[config.mk]
export PLATFORM = sky130hd
export DESIGN_NAME = alu_op_pipe
export DESIGN_NICKNAME = d
export VERILOG_FILES = /design/src/rtl/alu_op_pkg.sv /design/src/rtl/alu_op_core.sv /design/src/rtl/alu_op_pipe.sv
export SDC_FILE = /design/constraint.sdc
export NUM_CORES = 1
export LEC_CHECK = 0
export BUFFER_PORTS_ARGS = -buffer_cell sky130_fd_sc_hd__buf_4
export CORE_MARGIN = 10
export CORE_UTILIZATION = 40
export DETAILED_ROUTE_END_ITERATION = 12
export SLEW_MARGIN = 20
export SYNTH_ARGS = -nofsm -noshare
export SYNTH_HDL_FRONTEND = slang
export SYNTH_SLANG_ARGS = --single-unit
[constraint.sdc]
create_clock -name clk -period 3.37 [get_ports clk]
set_clock_uncertainty 0.2 [all_clocks]
set_input_delay 0.5055 -clock clk [delete_from_list [all_inputs] [get_ports clk]]
set_output_delay 0.5055 -clock clk [all_outputs]
set_load 0.02 [all_outputs]
[src/rtl/alu_op_pkg.sv]
// Shared opcode definitions for the pipelined ALU, used by the decode and by the benches.
package alu_op_pkg;

  typedef enum logic [3:0] {
    OP_MOV  = 4'd2,
    OP_INC  = 4'd3,
    OP_DEC  = 4'd4,
    OP_NOT  = 4'd5,
    OP_NOR  = 4'd6,
    OP_XOR  = 4'd7,
    OP_XNOR = 4'd8,
    OP_GT   = 4'd9,
    OP_LT   = 4'd10,
    OP_EQ   = 4'd11
  } alu_op_e;

endpackage

[src/rtl/alu_op_core.sv]
// Combinational ALU datapath: result, wrap flag, zero flag and undefined-opcode flag.
module alu_op_core
  import alu_op_pkg::*;
#(
  parameter int unsigned WIDTH = 8
) (
  input  logic [WIDTH-1:0] a,
  input  logic [WIDTH-1:0] b,
  input  logic [3:0]       ctrl,
  input  logic             signed_cmp,
  output logic [WIDTH-1:0] s,
  output logic             overflow,
  output logic             zero,
  output logic             illegal
);

  localparam logic [WIDTH-1:0] One     = WIDTH'(1);
  localparam logic [WIDTH-1:0] AllOnes = '1;
  localparam logic [WIDTH-2:0] Pad     = '0;

  logic gt;
  logic lt;

  always_comb begin
    if (signed_cmp) begin
      gt = $signed(a) > $signed(b);
      lt = $signed(a) < $signed(b);
    end else begin
      gt = a > b;
      lt = a < b;
    end
  end

  always_comb begin
    s        = '0;
    overflow = 1'b0;
    illegal  = 1'b0;
    case (ctrl)
      OP_MOV:  s = a;
      OP_INC: begin
        s        = a + One;
        overflow = (a == AllOnes);
      end
      OP_DEC: begin
        s        = a - One;
        overflow = (a == '0);
      end
      OP_NOT:  s = ~a;
      OP_NOR:  s = ~(a | b);
      OP_XOR:  s = a ^ b;
      OP_XNOR: s = ~(a ^ b);
      OP_GT:   s = {Pad, gt};
      OP_LT:   s = {Pad, lt};
      OP_EQ:   s = {Pad, (a == b)};
      default: illegal = 1'b1;
    endcase
  end

  assign zero = (s == '0);

endmodule

[src/rtl/alu_op_pipe.sv]
// Two-stage ALU pipeline: S1 holds operands, S2 holds the computed result and flags.
module alu_op_pipe #(
  parameter int unsigned WIDTH = 8
) (
  input  logic             clk,
  input  logic             rst_n,
  input  logic             in_valid,
  output logic             in_ready,
  input  logic [WIDTH-1:0] a,
  input  logic [WIDTH-1:0] b,
  input  logic [3:0]       ctrl,
  input  logic             signed_cmp,
  output logic             out_valid,
  input  logic             out_ready,
  output logic [WIDTH-1:0] s,
  output logic             overflow,
  output logic             zero,
  output logic             illegal,
  input  logic             sticky_clr,
  output logic             ovf_sticky
);

  logic             adv;
  logic             s1_valid_q;
  logic [WIDTH-1:0] s1_a_q;
  logic [WIDTH-1:0] s1_b_q;
  logic [3:0]       s1_ctrl_q;
  logic             s1_signed_q;

  logic [WIDTH-1:0] core_s;
  logic             core_overflow;
  logic             core_zero;
  logic             core_illegal;

  // Whole pipe moves in lockstep; a stall freezes bubbles as well as data.
  assign adv      = !out_valid || out_ready;
  assign in_ready = adv;

  always_ff @(posedge clk or negedge rst_n) begin
    if (!rst_n) begin
      s1_valid_q  <= 1'b0;
      s1_a_q      <= '0;
      s1_b_q      <= '0;
      s1_ctrl_q   <= '0;
      s1_signed_q <= 1'b0;
    end else if (adv) begin
      s1_valid_q <= in_valid;
      if (in_valid) begin
        s1_a_q      <= a;
        s1_b_q      <= b;
        s1_ctrl_q   <= ctrl;
        s1_signed_q <= signed_cmp;
      end
    end
  end

  alu_op_core #(
    .WIDTH (WIDTH)
  ) u_core (
    .a          (s1_a_q),
    .b          (s1_b_q),
    .ctrl       (s1_ctrl_q),
    .signed_cmp (s1_signed_q),
    .s          (core_s),
    .overflow   (core_overflow),
    .zero       (core_zero),
    .illegal    (core_illegal)
  );

  // Result registers only load real results so they keep the last value across bubbles.
  always_ff @(posedge clk or negedge rst_n) begin
    if (!rst_n) begin
      out_valid <= 1'b0;
      s         <= '0;
      overflow  <= 1'b0;
      zero      <= 1'b0;
      illegal   <= 1'b0;
    end else if (adv) begin
      out_valid <= s1_valid_q;
      if (s1_valid_q) begin
        s        <= core_s;
        overflow <= core_overflow;
        zero     <= core_zero;
        illegal  <= core_illegal;
      end
    end
  end

  always_ff @(posedge clk or negedge rst_n) begin
    if (!rst_n) begin
      ovf_sticky <= 1'b0;
    end else if (out_valid && out_ready && overflow) begin
      ovf_sticky <= 1'b1;
    end else if (sticky_clr) begin
      ovf_sticky <= 1'b0;
    end
  end

endmodule

==> run metrics <==
syn nets=304; f_max=0.3455 GHz; area share of the leading cell type in the synthesized netlist=35.59%; hold slack=0.2111 ns; Leak Pwr=1.348 nW; RSZ-0062 raised after global routing=no; critical path cell sequence=nor4b_2, xnor2_1, ha_1, or4_4, o221a_1, or3_1, a31oi_2, o2111ai_1, o31ai_2; Slew Viols, Final=0; Final Hold Viols=0; Tot Pwr=1.679 mW; die span in x=98.44 um; Avg Cell Area, Syn=9.502 um^2; worst-case clock buffer depth=2; nets=343; vias in the first global route=2070; fin crit period=2.895 ns; CTS Buf Count=5; drt via density=5.340; Post-synth EDFFs=0; critical path class=flop to flop; Flop pwr share=34.8%; Setup crit end kind=flop; Most used DFF post-synth=dfrtp_1; Worst slew margin=40.35%; Rows=28; wirelength, routed=5771 um; Psw=0.6299 mW; Final TNS setup=0 ns; Via Count=1997; Remaining DRCs=0; number of cells on the critical path=9; Post-Synth XOR/XNOR Area=2.491%; Power Dens Cells=566.9 mW/mm^2; number of synthesized register bits=35; Setup crit start=s1_ctrl_q[0]; Register-to-Register Path Depth=9; required time of the worst setup path=3.37 ns; CP bufs+invs=0; fraction of layout cells with a size suffix above 1=29.43%; Clock power frac=20.0%; H-tree depth=2; number of I/O port buffers=39; CTS tree=built; initial drt markers=96; Root Driver=clkbuf_8; Net Sw Frac=37.51%; Worst Hold Class=primary input to flop; antenna cells=0; Pre-Repair DR Iteration Count=4; first-pass GRT wire length=9956 um; initial antenna violation count=0; Die Ht=98.44 um; synth warn=0; Gate power share=45.2%; slowest cell delay on critical path=0.43 ns; synth cell count leaders=dfrtp_1, mux2_2, inv_1, ha_1, nand2_1; actual slew at the worst max-slew pin=0.8928 ns; TritonCTS Sinks=35; hold path start=sticky_clr; Boundary Pins=40; post-synthesis sequential area ratio=35.59%; Adder-Cell Fraction of Synth Area=9.659%; PostCTS Resize Cnt=0; ys async rst share=100.0%; CP delay by family, top=simple AND/OR/NAND/NOR gates; Post-Syn Area=0.002461 mm^2; internal power=1.049 mW; mean routed wirelength per cell=15.43 um; antenna viol nets, final=0; Max VDD drop=0.2307 mV; largest family of logic cells by synthesized area=simple AND/OR/NAND/NOR gates; dpl hpwl=4450 um; Yosys top cell by area=dfrtp_1; GP Congestion=0.8879; crit start category=flop; final worst path period share=85.90%; die area=0.009690 mm^2; clk slew on worst S/H paths=0.07 ns; fraction of the mapped netlist area in simple logic gates=17.54%; crit path max fanout=5; largest net degree at the start of global routing=36; Worst R2R Start=s1_ctrl_q[0]; mux cell area share after synthesis=12.15%; Compound-Gate Fraction of Synth Area=16.37%; worst-skew pair later-pin latency=0.28 ns; number of setup violations in the final report=0; WHS Path Cells=2; Critical Path AT=2.90 ns; area grow syn2layout=20.34%; Post-Syn Instances=259; Core Area=0.005956 mm^2; top cells by area, synth=dfrtp_1, mux2_2, ha_1; Distinct cells, synth=57; critical path's slowest cell=or4_4; status=complete, no violations; Max Cap Violations=0; top-count cell post-synth=dfrtp_1; Total GRT Usage=12.25%; Initial Utilization=41.32%; total grt overflow=0
==> cell usage in the layout, fill, tap and decap left out, drive strengths merged, types with 3 or more instances in the layout <==
cell and count:
nor2 10, a21oi 7, a32oi 3, o22ai 3
mux2 23, mux2i 4, a31oi 3, o21ai 14
nand4 3, nor3 7, dfrtp 35, buf 49
ha 19, a2bb2oi 5, inv 20, a211oi 3
nand2b 8, xnor2 7, nand3 3, nor4 4
clkbuf 8, nand2 19, nor2b 4
==> worst reg2reg max path: cells and delay by family, from the launching register on <==
family                     cells  cell delay [ns]
AOI/OAI and AO/OA              4             0.81
xor gates and xnor gates       1             0.11
adders and majority gates      1             0.23
DFF                            1             0.38
and+or+nand+nor                3             1.10
==> registers in the layout (all words and copies together) (netlist names) <==
| register | flops |
|---|---|
| s1_ctrl_q | 4 |
| zero | 1 |
| s | 8 |
| out_valid | 1 |
| s1_signed_q | 1 |
| s1_a_q | 8 |
| overflow | 1 |
| s1_b_q | 8 |
| illegal | 1 |
| ovf_sticky | 1 |
| s1_valid_q | 1 |
==> per-layer routing <==
| metal | wire (um) | share of wire (%) | track usage, % |
|---|---|---|---|
| met5 | 0 | 0 | 0 |
| met4 | 29 | 0.50 | 3.087 |
| met3 | 383 | 6.6 | 4.050 |
| met2 | 2543 | 44 | 19.16 |
| met1 | 2815 | 49 | 15.87 |
==> path summary, 6_finish.rpt <==
path                       slack (ns)    endpoint
setup / recovery                 0.48        zero
hold / removal                   0.21  ovf_sticky
setup reg to reg                 0.48        zero
hold reg to reg                  0.28     illegal
max in group asynchronous        2.13   s1_b_q[0]
min in group asynchronous        0.51        s[5]
==> layout make-up <==
cell class	instances	area (um^2)
fill	597	2994
multi-input combinational	186	1439
sequential	35	875.8
timing repair buffer	50	377.9
clock buffer	8	100.1
tap	75	93.84
inverter	20	75.07
==> cell families (layout without fill, tap and decap cells) <==
family                     after synthesis  after routing
xor gates and xnor gates                 7              7
buffers and inverters                   38             78
adders and majority gates               19             19
DFF                                     35             35
AOI/OAI and AO/OA                       56             56
and+or+nand+nor                         77             77
muxes                                   27             27
==> metrics by stage <==
stage	util [%]	setup slack [ns]	std cells	cell area [um^2]
after floorplan	-	0.1702	259	2461
after detailed placement	47.88	0.4536	365	2851
after global placement	47.88	0.5024	365	2851
final	49.73	0.4753	374	2962
after global routing	49.73	0.2685	374	2962
after CTS	49.73	0.4477	374	2962
==> power by group through the flow <==
stage	clock (mW)	combinational (mW)	sequential, mW
2_1_floorplan	0	0.467	0.639
3_3_place_gp	0	0.757	0.589
3_5_place_dp	0	0.763	0.595
4_1_cts	0.350	0.767	0.586
5_1_grt	0.366	0.848	0.601
6_report	0.335	0.759	0.584
==> repair_timing <==
action	CTS	global route
hold endpoints to repair	35	0
hold buffers	1	0
setup buffers	0	0
Power figures use the tool's default switching activity.
